==> config.mk <==
export PLATFORM = sky130hd
export DESIGN_NAME = arbiter_puf_ctrl
export DESIGN_NICKNAME = d
export VERILOG_FILES = /design/src/rtl/arbiter_puf_ctrl.sv
export SDC_FILE = /design/constraint.sdc
export NUM_CORES = 1
export LEC_CHECK = 0
export CORE_UTILIZATION = 45
export CTS_CLUSTER_SIZE = 12
export DETAILED_ROUTE_END_ITERATION = 7
export PLACE_DENSITY_LB_ADDON = 0.2
export SYNTH_ARGS = -nofsm -noshare
export SYNTH_HDL_FRONTEND = slang
export SYNTH_SLANG_ARGS = --single-unit
==> constraint.sdc <==
create_clock -name clk -period 2.9 [get_ports clk]
set_input_delay 0.58 -clock clk [delete_from_list [all_inputs] [get_ports clk]]
set_output_delay 0.58 -clock clk [all_outputs]
set_load 0.02 [all_outputs]
==> src/rtl/arbiter_puf_ctrl.sv <==
// Arbiter PUF initiator: walks challenges, pulses the PUF, collects responses.
// Optional majority voting per challenge: define ARBITER_PUF_VOTE_EN.
module arbiter_puf_ctrl #(
  parameter int CHAL_W     = 3,
  parameter int N_CHAL     = 8,
  parameter int PULSE_CYC  = 2,
  parameter int SETTLE_CYC = 4,
  parameter int VOTES      = 3
) (
  input  logic              clk,
  input  logic              rst_n,
  input  logic              start,
  input  logic [CHAL_W-1:0] seed,
  output logic              busy,
  output logic              puf_pulse,
  output logic [CHAL_W-1:0] puf_challenge,
  input  logic              puf_response,
  output logic [N_CHAL-1:0] resp_word,
  output logic              resp_valid,
  input  logic              resp_ready
);

  localparam int HIGH_N = PULSE_CYC + SETTLE_CYC;
  localparam int CW = $clog2(HIGH_N);
  localparam int KW = (N_CHAL > 1) ? $clog2(N_CHAL) : 1;

  if ((VOTES % 2) == 0 || VOTES < 1) begin : g_bad_votes
    $error("VOTES must be odd and >= 1");
  end

  typedef enum logic [2:0] {
    IDLE, SETUP, HIGH, LOW, DONE
  } state_e;

  state_e            state_q, state_d;
  logic [1:0]        sync_q;
  logic              sync;
  logic [CW-1:0]     cnt_q, cnt_d;
  logic [KW-1:0]     k_q, k_d;
  logic [CHAL_W-1:0] seed_q, seed_d;
  logic [CHAL_W-1:0] chal_q;
  logic [N_CHAL-1:0] word_q, word_d;
  logic              pulse_q, valid_q, busy_q;
  logic              last_vote;

  assign sync = sync_q[1];

`ifdef ARBITER_PUF_VOTE_EN
  localparam int VW  = $clog2(VOTES + 1);
  localparam int VIW = (VOTES > 1) ? $clog2(VOTES) : 1;

  logic [VW-1:0]  vcnt_q, vcnt_d;
  logic [VIW-1:0] v_q, v_d;

  assign last_vote = (v_q == VIW'(VOTES - 1));

  always_ff @(posedge clk or negedge rst_n) begin
    if (!rst_n) begin
      vcnt_q <= '0;
      v_q    <= '0;
    end else begin
      vcnt_q <= vcnt_d;
      v_q    <= v_d;
    end
  end
`else
  assign last_vote = 1'b1;
`endif

  always_comb begin
    state_d = state_q;
    cnt_d   = cnt_q;
    k_d     = k_q;
    seed_d  = seed_q;
    word_d  = word_q;
`ifdef ARBITER_PUF_VOTE_EN
    vcnt_d  = vcnt_q;
    v_d     = v_q;
`endif
    unique case (state_q)
      IDLE: begin
        if (start) begin
          seed_d  = seed;
          k_d     = '0;
          cnt_d   = '0;
          state_d = SETUP;
`ifdef ARBITER_PUF_VOTE_EN
          vcnt_d  = '0;
          v_d     = '0;
`endif
        end
      end
      SETUP: begin
        cnt_d   = '0;
        state_d = HIGH;
      end
      HIGH: begin
        if (cnt_q == CW'(HIGH_N - 1)) begin
          cnt_d   = '0;
          state_d = LOW;
`ifdef ARBITER_PUF_VOTE_EN
          vcnt_d = vcnt_q + VW'(sync);
          if (last_vote)
            word_d[k_q] = (vcnt_d > VW'(VOTES / 2));
`else
          word_d[k_q] = sync;
`endif
        end else begin
          cnt_d = cnt_q + CW'(1);
        end
      end
      LOW: begin
        if (cnt_q == CW'(PULSE_CYC - 1)) begin
          cnt_d = '0;
          if (!last_vote) begin
`ifdef ARBITER_PUF_VOTE_EN
            v_d = v_q + VIW'(1);
`endif
            state_d = SETUP;
          end else if (k_q == KW'(N_CHAL - 1)) begin
            state_d = DONE;
          end else begin
            k_d     = k_q + KW'(1);
            state_d = SETUP;
          end
`ifdef ARBITER_PUF_VOTE_EN
          if (last_vote) begin
            v_d    = '0;
            vcnt_d = '0;
          end
`endif
        end else begin
          cnt_d = cnt_q + CW'(1);
        end
      end
      DONE: begin
        if (resp_ready)
          state_d = IDLE;
      end
      default: state_d = IDLE;
    endcase
  end

  // Challenge only moves on SETUP entry, when the pulse is already low.
  always_ff @(posedge clk or negedge rst_n) begin
    if (!rst_n) begin
      state_q <= IDLE;
      sync_q  <= '0;
      cnt_q   <= '0;
      k_q     <= '0;
      seed_q  <= '0;
      chal_q  <= '0;
      word_q  <= '0;
      pulse_q <= 1'b0;
      valid_q <= 1'b0;
      busy_q  <= 1'b0;
    end else begin
      state_q <= state_d;
      sync_q  <= {sync_q[0], puf_response};
      cnt_q   <= cnt_d;
      k_q     <= k_d;
      seed_q  <= seed_d;
      word_q  <= word_d;
      if (state_d == SETUP)
        chal_q <= seed_d + CHAL_W'(k_d);
      pulse_q <= (state_d == HIGH);
      valid_q <= (state_d == DONE);
      busy_q  <= (state_d != IDLE);
    end
  end

  assign busy          = busy_q;
  assign puf_pulse     = pulse_q;
  assign puf_challenge = chal_q;
  assign resp_word     = word_q;
  assign resp_valid    = valid_q;

endmodule

# --- Word-level counts from Yosys, hierarchy flattened ---
# Index checks and enable logic that the tools add are counted.
# W data, S select, Z words.
totals:
  regBits: 28
  in_bits: 8
  output_inout_bits: 14
op_classes:
  n_addsub: 3
  n_lt_le_gt_ge: 2
  eq_ne: 11
  muxes: 19
  n_reduce_logical: 6
ops:
  columns: ["operator", "n"]
  rows:
  - ["$mux W3", 13]
  - ["$pmux W3 S5", 1]
  - ["$eq A3 B3 Y1 const B", 4]
  - ["$pmux W3 S4", 1]
  - ["$eq A3 B1 Y1 const B", 3]
  - ["$eq A3 B2 Y1 const B", 3]
  - ["$bwmux W8", 1]
  - ["$add A3 B1 Y3 const B", 2]
  - ["$pmux W3 S2", 1]
  - ["$lt A3 B4 Y1 const B", 1]
  - ["$reduce_and A2 Y1", 2]
  - ["$reduce_bool A4 Y1", 1]
  - ["$add A3 B3 Y3", 1]
  - ["$demux W1 S3", 1]
  - ["$ge A3 B1 Y1 const B", 1]
  - ["$logic_not A3 Y1", 1]
  - ["$reduce_bool A3 Y1", 1]
  - ["$ne A2 B2 Y1 const B", 1]
  - ["$logic_and A1 B1 Y1", 1]
  - ["$mux W1", 1]

# --- Longest topological paths before layout ---
# Gate-level depths: netlist of the first run.
depth:
  ltp_word: 5
  depth_mapped: 12
  ltp_nobuf: 12

# --- Worst setup path before layout of the first run ---
# No wires, ideal clock.
synth_path:
  path_kind: "input -> register"
  from: "input start"
  to: "register chal_q[2] (netlist: puf_challenge[2])"
  setup_time_ns: 0.094
  arrival_ns: 2.522
  required_time_ns: 2.806
  slack_ns: 0.284
  stages: 10
  n_path_buf: 0
  path_cell_list: "nor4b_2 -> a31oi_2 -> nand2_1 -> o21ai_0 -> ha_1 -> fa_1 -> nand2b_1 -> a21oi_1 -> or2_2 -> a221oi_2"
synth_between:
  elab_chain_len: 3
  elab_cells_between_ends: 8
synth_rtl:
  columns: ["item", "line_no", "source"]
  rows:
  - ["start: declaration", "12", "input logic start,"]
  - ["$mux W3", "82", "if (start) begin"]
  - ["$pmux W3 S2", "80", "unique case (state_q)"]
  - ["named net k_d[0]", "39", "logic [KW-1:0] k_q, k_d;"]
  - ["$add A3 B3 Y3", "165", "chal_q <= seed_d + CHAL_W'(k_d);"]
  - ["end signal: assignment", "165", null]
  - ["end: declaration", "41", "logic [CHAL_W-1:0] chal_q;"]
# The timed path passes the listed nets, and every way through them passes these cells.
# A chain may end at the register's enable or synchronous reset.

# --- Worst setup path in the final report of the first run ---
layout_path:
  from: "input start"
  to: "register chal_q[2] (netlist: puf_challenge[2])"
layout_between:
  elab_chain_len: 3
  elab_cells_between_ends: 8
layout_rtl:
  columns: ["item", "line_no", "source"]
  rows:
  - ["$mux W3", "82", null]
  - ["$mux W3", "80", null]
  - ["named net seed_d[0]", "40", "logic [CHAL_W-1:0] seed_q, seed_d;"]
  - ["$add A3 B3 Y3", "165", null]
# The timed path passes the listed nets, and every way through them passes these cells.

==> metrics.csv, run 1 <==
stage;metric;value;unit
worst_setup_path;reg2reg setup slack;0.17;ns
final_layout;register cell area after layout;701;um^2
final_layout;Filler Cells Inserted;242;
yosys;Mapped Area;1320;um^2
min_path;Hold Path Stages;0;
worst_setup_path;CP Data Arrival Time;3.04;ns
sta;FMAX;357;MHz
min_path;worst hold start;sync_q[0]$_DFF_PN0_;
yosys;Post-Syn Nets;129;
clocking;post-CTS setup buffer count;0;
yosys;Distinct cells, synth;36;
final_layout;area grow syn2layout;23.7;%
worst_setup_path;reg2reg end;puf_challenge[2]$_DFFE_PN0N_;
min_path;worst min path class;register to register;
yosys;post-synth top area cell;dfrtp_1;
sta;final hold violation count;0;
yosys;Yosys Warn Count;0;
detailed_routing;Vias/cell;5.29;
worst_setup_path;Crit Path Category;input pin to register;
pwr;total power draw;0.00153;W
run_status;outcome;completed;
clocking;H-tree depth;1;
placed_design;GP Congestion;0.870;
clocking;CTS Sinks;28;
detailed_routing;drt wl/cell;12.7;um
placed_design;Cells after DPL;171;
grt;via count of the first global-routing pass;893;
yosys;Post-synth EDFFs;0;
clocking;hold buffer count at CTS;0;
placed_design;HPWL after detailed placement;1.70;mm
detailed_routing;final wirelength;2.23;mm
grt;GRT Resource Usage Total;15.6;%
detailed_routing;DRC Markers;0;
placed_design;PortBufs;21;
detailed_routing;DRT antenna net count;0;
yosys;top-count cell post-synth;dfrtp_1;
clocking;total CTS buffers;3;
pwr;maximum VDD drop;0.000591;V
yosys;Synth top area share;53.0;%
job;Max Cap Violations;0;
yosys;sequential fraction of the synthesis area;53.0;%
clocking;CTS root buf;clkbuf_4;
grt;initial antenna violation count;0;
min_path;Worst Hold End;sync_q[1]$_DFF_PN0_;
sta;Worst slew margin;59.7;%
final_layout;antenna cell count;0;
clocking;worst skew pair latency;0.31;ns
sta;RSZ-0062 raised after global routing;no;
floorplanning;Initial Utilization;47.5;%
detailed_routing;WL met1;1.07;mm
clocking;CTS tree;done;
yosys;ys async rst share;100;%
final_layout;nets@finish;158;
detailed_routing;met3 WL;69;um
worst_setup_path;CP Launch Type;input pin;
final_layout;area occupied by multi-input gates;591;um^2
sta;Final Cycle Share;96.6;%
clocking;CTS Buffer Depth;2;
worst_setup_path;critical path fanouts, max;5;
yosys;Mapped Cells;116;
detailed_routing;DRT iter0 DRCs;16;
yosys;FF+latch count, synth;28;
floorplanning;row count;19;
sta;post-layout min period;2.80;ns
clocking;Resize count post-CTS;0;
detailed_routing;routed vias;925;
floorplanning;die area;3160;um^2
grt;largest net degree at the start of global routing;29;
yosys;syn avg cell area;11.4;um^2
worst_setup_path;R2R depth;12;
sta;clk_skew;0.00171;ns
floorplanning;Die W;56.2;um
detailed_routing;DR top layer;met4;
worst_setup_path;Worst R2R Start;cnt_q[1]$_DFFE_PN0P_;
sta;endpoints failing setup;0;
floorplanning;# IOs;22;
floorplanning;Core Area;2780;um^2
sta;worst-margin pin slew;0.599;ns
yosys;commonest cells in the netlist;dfrtp_1 (28), nand2_1 (15), mux2_2 (6);
yosys;Primary FF master, synth;dfrtp_1;
worst_setup_path;Crit. End Element;register;
clocking;clock slew at reported path FFs;0.14;ns
yosys;Synth area leaders;dfrtp_1 (53%), mux2_2 (5.1%), nand2_1 (4.3%);
sta;setup_tns;0;ns
final_layout;share of layout cells above drive strength 1;16.0;%
detailed_routing;met2 WL post-DR;1.08;mm
pwr;Lkg Pwr;0.734;nW
worst_setup_path;critical path required time;3.14;ns
floorplanning;Die Height;56.2;um
detailed_routing;router iterations before antenna repair;4;
pwr;PD cells;934;nW/um^2
final_layout;Layout Cells excl Fill;175;
sta;Max Slew Vio Count;0;
grt;first-pass GRT wire length;3.87;mm
grt;total gr overflow;0;
==> worst max path at each step <==
stage	startpoint	endpoint	slack [ns]	cells after the start
after global placement	start	puf_challenge[2]$_DFFE_PN0N_	-0.24	10
after CTS	start	puf_challenge[2]$_DFFE_PN0N_	0.05	10
after floorplan	start	puf_challenge[2]$_DFFE_PN0N_	0.28	10
after detailed placement	start	puf_challenge[2]$_DFFE_PN0N_	-0.31	10
after global routing	cnt_q[1]$_DFFE_PN0P_	puf_challenge[2]$_DFFE_PN0N_	0.005	12
final	start	puf_challenge[2]$_DFFE_PN0N_	0.1	10
==> sequential cells by signal (all words and copies together), names as in the netlist <==
register / count
puf_challenge: 3
state_q: 3
resp_valid: 1
cnt_q: 3
k_q: 3
busy: 1
puf_pulse: 1
sync_q: 2
seed_q: 3
resp_word: 8
==> cells in the final DEF, fill, tap and decap left out <==
master,instances
or4b_4,1
fa_1,1
and3b_1,1
a21boi_0,1
mux2_1,4
nand3b_1,5
a221oi_2,1
nand2b_1,5
ha_1,4
o22ai_1,1
nor4_1,3
nor3_1,1
nor2_1,5
a21o_1,1
nor2b_4,1
a22o_1,1
inv_1,4
or3_1,1
a31oi_2,1
a21oi_1,4
xor2_1,1
a31o_2,1
nand3_1,4
nor4b_2,1
buf_4,6
or2_2,1
clkdlybuf4s50_1,21
clkbuf_4,3
o21ai_0,4
clkbuf_8,1
dfrtp_1,28
a211oi_1,1
nor2b_1,3
nand2_1,15
a32o_1,1
o21ai_1,1
mux2_2,6
==> power by group <==
group          leakage [nW]  total (W)  internal (W)  switching [W]
logic                 0.360   0.000722      0.000360       0.000361
clock network        0.0210   0.000184     0.0000767       0.000107
registers             0.353   0.000623      0.000518       0.000105
total                 0.734    0.00153      0.000955       0.000574
==> stage by stage <==
step	instance area [um^2]	setup WS [ns]	util, %	hold slack, ns
after floorplan	1320	0.284	-	0.284
after global placement	1600	-0.240	57.4	0.335
after detailed placement	1600	-0.306	57.4	0.341
after CTS	1630	0.0499	58.7	0.374
after global routing	1640	0.00464	58.8	0.389
final	1640	0.0988	58.8	0.371
==> per-layer routing <==
layer	up-vias	GRT usage (%)
met5	-	0
met4	0	4.18
met3	2	3.02
li1	468	-
met1	442	20.2
met2	13	26.7
==> worst max-delay path, cell delays in order <==
cell,delay [ns]
clkdlybuf4s50_1,0.49
or4b_4,0.51
nand2_1,0.10
nand2_1,0.07
ha_1,0.20
fa_1,0.41
nand2b_1,0.10
a21oi_1,0.07
or2_2,0.30
a221oi_2,0.20
==> area by class of cell <==
cell class                      instances  area share, %
Sequential cell                        28           42.8
Multi-Input combinational cell         81           36.1
Clock buffer                            4           2.22
Timing Repair Buffer                   27           15.6
Tap cell                               31           2.37
Inverter                                4          0.917
==> cells by family after synthesis <==
family | after synthesis | share of synthesized area, %
flip-flops | 28 | 53.0
multiplexers | 10 | 8.51
buffers and inverters | 7 | 2.65
AND/OR/NAND/NOR | 47 | 20.2
AO/OA/AOI/OAI | 18 | 9.75
adder cells (fa/ha/maj) | 5 | 5.30
XOR/XNOR | 1 | 0.662
(Power assumes the default switching activity.)
==> run 2, diff against run 1 <==
--- a/config.mk
+++ b/config.mk
@@ -5,6 +5,7 @@
 export SDC_FILE = /design/constraint.sdc
 export NUM_CORES = 1
 export LEC_CHECK = 0
+export ABC_AREA = 0
 export CORE_UTILIZATION = 45
 export CTS_CLUSTER_SIZE = 12
 export DETAILED_ROUTE_END_ITERATION = 7
==> results of run 2 <==
The final DEF is identical to that of run 1; final timing and power are the same.
==> run 3, diff against run 2 <==
--- a/config.mk
+++ b/config.mk
@@ -9,7 +9,7 @@
 export CORE_UTILIZATION = 45
 export CTS_CLUSTER_SIZE = 12
 export DETAILED_ROUTE_END_ITERATION = 7
-export PLACE_DENSITY_LB_ADDON = 0.2
+export PLACE_DENSITY = 0.77
 export SYNTH_ARGS = -nofsm -noshare
 export SYNTH_HDL_FRONTEND = slang
 export SYNTH_SLANG_ARGS = --single-unit
==> run 3 against run 2 <==
Via count rose by 0.76%; first-iteration DRC count is 19% lower; setup slack gained 0.062 ns; die area unchanged; critical path type unchanged; sequential share of layout area about the same; largest cell class unchanged; register-to-register slack improved by 0.15 ns; global-route usage increased by 0.55 points; maximum frequency rose by 2.3%; non-clock buffer count is 1 lower; critical path depth did not move.
==> metrics.csv, run 3 (same netlist as run 1, synthesis figures left out) <==
stage;metric;value;unit;change
placed_design;PortBufs;21;;unchanged
detailed_routing;drt wl/cell;13.3;um;+4.0%
min_path;worst min path class;register to register;;
worst_setup_path;CP Data Arrival Time;2.98;ns;-0.06 ns
clocking;hold buffer count at CTS;0;;unchanged
pwr;Power Internal;0.000956;W;about the same
pwr;clock network power share;12.2;%;+0.2 points
grt;first-pass GRT wire length;4.00;mm;+3.2%
sta;RSZ-0062 raised after global routing;no;;
sta;Worst slew margin;57.8;%;-1.9 points
clocking;worst skew pair latency;0.32;ns;about the same
grt;GRT Resource Usage Total;16.1;%;+0.55 points
detailed_routing;DRT iter0 DRCs;13;;-3
placed_design;GP Congestion;0.842;;-3.3%
detailed_routing;DRT antenna net count;0;;unchanged
run_status;outcome;completed;;
floorplanning;die area;3160;um^2;unchanged
worst_setup_path;Crit. End Element;register;;
sta;endpoints failing setup;0;;unchanged
sta;FMAX;365;MHz;+2.3%
pwr;combinational share of power;47.7;%;+0.5 points
placed_design;pre-CTS WS;-0.300;ns;+0.00543 ns
clocking;CTS root buf;clkbuf_4;;
pwr;Sw Ratio;37.9;%;+0.44 points
final_layout;area grow syn2layout;23.7;%;about the same
clocking;H-tree depth;1;;unchanged
worst_setup_path;CP startpoint;start;;
final_layout;max reg flops;8;;unchanged
detailed_routing;routed vias;932;;+0.76%
detailed_routing;router iterations before antenna repair;6;;+2
grt;total gr overflow;0;;unchanged
final_layout;nets@finish;157;;-0.63%
detailed_routing;Vias/cell;5.36;;+1.3%
grt;initial antenna violation count;0;;unchanged
clocking;CTS Buffer Depth;2;;unchanged
detailed_routing;final wirelength;2.31;mm;+3.5%
floorplanning;# IOs;22;;unchanged
grt;via count of the first global-routing pass;893;;unchanged
final_layout;antenna cell count;0;;unchanged
final_layout;share of layout cells above drive strength 1;17.5;%;+1.5 points
worst_setup_path;CP Launch Type;input pin;;
clocking;Resize count post-CTS;0;;unchanged
floorplanning;Die W;56.2;um;unchanged
floorplanning;Core Area;2780;um^2;unchanged
final_layout;Filler Cells Inserted;249;;+2.9%
worst_setup_path;Crit Path Category;input pin to register;;
placed_design;HPWL after detailed placement;1.77;mm;+4.4%
sta;final hold violation count;0;;unchanged
final_layout;Layout Cells excl Fill;174;;-0.57%
final_layout;commonest non-fill, non-tap cell in the layout;dfrtp_1;;
clocking;total CTS buffers;3;;unchanged
sta;Final Cycle Share;94.4;%;-2.1 points
final_layout;most frequent cells in the layout;dfrtp_1 (28), clkdlybuf4s50_1 (21), nand2_1 (15);;
sta;setup ws final;0.161;ns;+0.0622 ns
pwr;Switch Pwr;0.000584;W;+1.9%
clocking;CTS tree;done;;
min_path;worst hold start;sync_q[0]$_DFF_PN0_;;
clocking;CTS Sinks;28;;unchanged
worst_setup_path;Worst R2R Start;cnt_q[1]$_DFFE_PN0P_;;
sta;clk_skew;0.00326;ns;+0.00154 ns
pwr;Lkg Pwr;0.725;nW;-1.2%
job;Max Cap Violations;0;;unchanged
worst_setup_path;critical path fanouts, max;5;;unchanged
detailed_routing;DRC Markers;0;;unchanged
pwr;PD cells;942;nW/um^2;+0.81%
pwr;Seq pwr share;40.1;%;-0.7 points
sta;worst-margin pin slew;0.627;ns;+0.0278 ns
floorplanning;Initial Utilization;47.5;%;unchanged
floorplanning;row count;19;;unchanged
sta;Max Slew Vio Count;0;;unchanged
pwr;maximum VDD drop;0.000616;V;+4.2%
worst_setup_path;critical path required time;3.14;ns;about the same
floorplanning;Die Height;56.2;um;unchanged
placed_design;Cells after DPL;170;;-0.58%
clocking;clock slew at reported path FFs;0.15;ns;about the same
grt;largest net degree at the start of global routing;29;;unchanged
clocking;post-CTS setup buffer count;0;;unchanged
sta;post-layout min period;2.74;ns;-0.0622 ns
-- run 3: worst paths after layout --
kind / endpoint / slack [ns] / cells after the start
worst min register to register: sync_q[1]$_DFF_PN0_ / 0.37 / 0
worst max register to register: puf_challenge[2]$_DFFE_PN0N_ / 0.32 / 12
max in group asynchronous: puf_challenge[2]$_DFFE_PN0N_ / 2.05 / 2
min in group asynchronous: resp_word[3]$_DFFE_PN0P_ / 0.60 / 2
worst max-delay path: puf_challenge[2]$_DFFE_PN0N_ / 0.16 / 10
worst min-delay path: sync_q[1]$_DFF_PN0_ / 0.37 / 0
-- run 3: critical path, stage by stage --
cell             delay, ns
clkdlybuf4s50_1       0.50
or4b_4                0.51
nand2_1               0.09
nand2_1               0.07
ha_1                  0.22
fa_2                  0.36
nand2b_1              0.08
a21oi_1               0.07
or2_2                 0.31
a221oi_2              0.21
-- run 3: stage by stage --
stage	utilization, %	hold slack, ns	TNS (ns)	cell area, um^2	power [W]
after CTS	58.4	0.370	0	1630	0.00154
after global routing	58.8	0.375	0	1640	0.00167
after global placement	57.1	0.335	-0.226	1590	0.00132
final	58.8	0.370	0	1640	0.00154
after detailed placement	57.1	0.338	-0.300	1590	0.00135
after floorplan	-	0.284	0	1320	0.00110
-- run 3: area by class of cell --
type | instances | area [um^2] | share of cell area [%]
Sequential cell | 28 | 701 | 42.8
Multi-Input combinational cell | 81 | 597 | 36.5
Timing Repair Buffer | 26 | 248 | 15.1
Tap cell | 31 | 38.8 | 2.37
Clock buffer | 4 | 36.3 | 2.22
Inverter | 4 | 15.0 | 0.918
-- run 3: power by group through the flow --
stage	Clock (W)	Combinational, W	Sequential [W]
2_1_floorplan	0	0.000431	0.000670
3_3_place_gp	0	0.000699	0.000619
3_5_place_dp	0	0.000730	0.000624
4_1_cts	0.000193	0.000734	0.000616
5_1_grt	0.000209	0.000826	0.000635
6_report	0.000187	0.000735	0.000617
-- run 3: routing by layer --
layer  GRT usage, %  vias to the layer above  wire length [um]
li1               -                      464                 -
met4           5.23                        0                13
met2           27.6                       18              1190
met3           2.09                        2                69
met1           21.3                      448              1040
met5              0                        -                 0
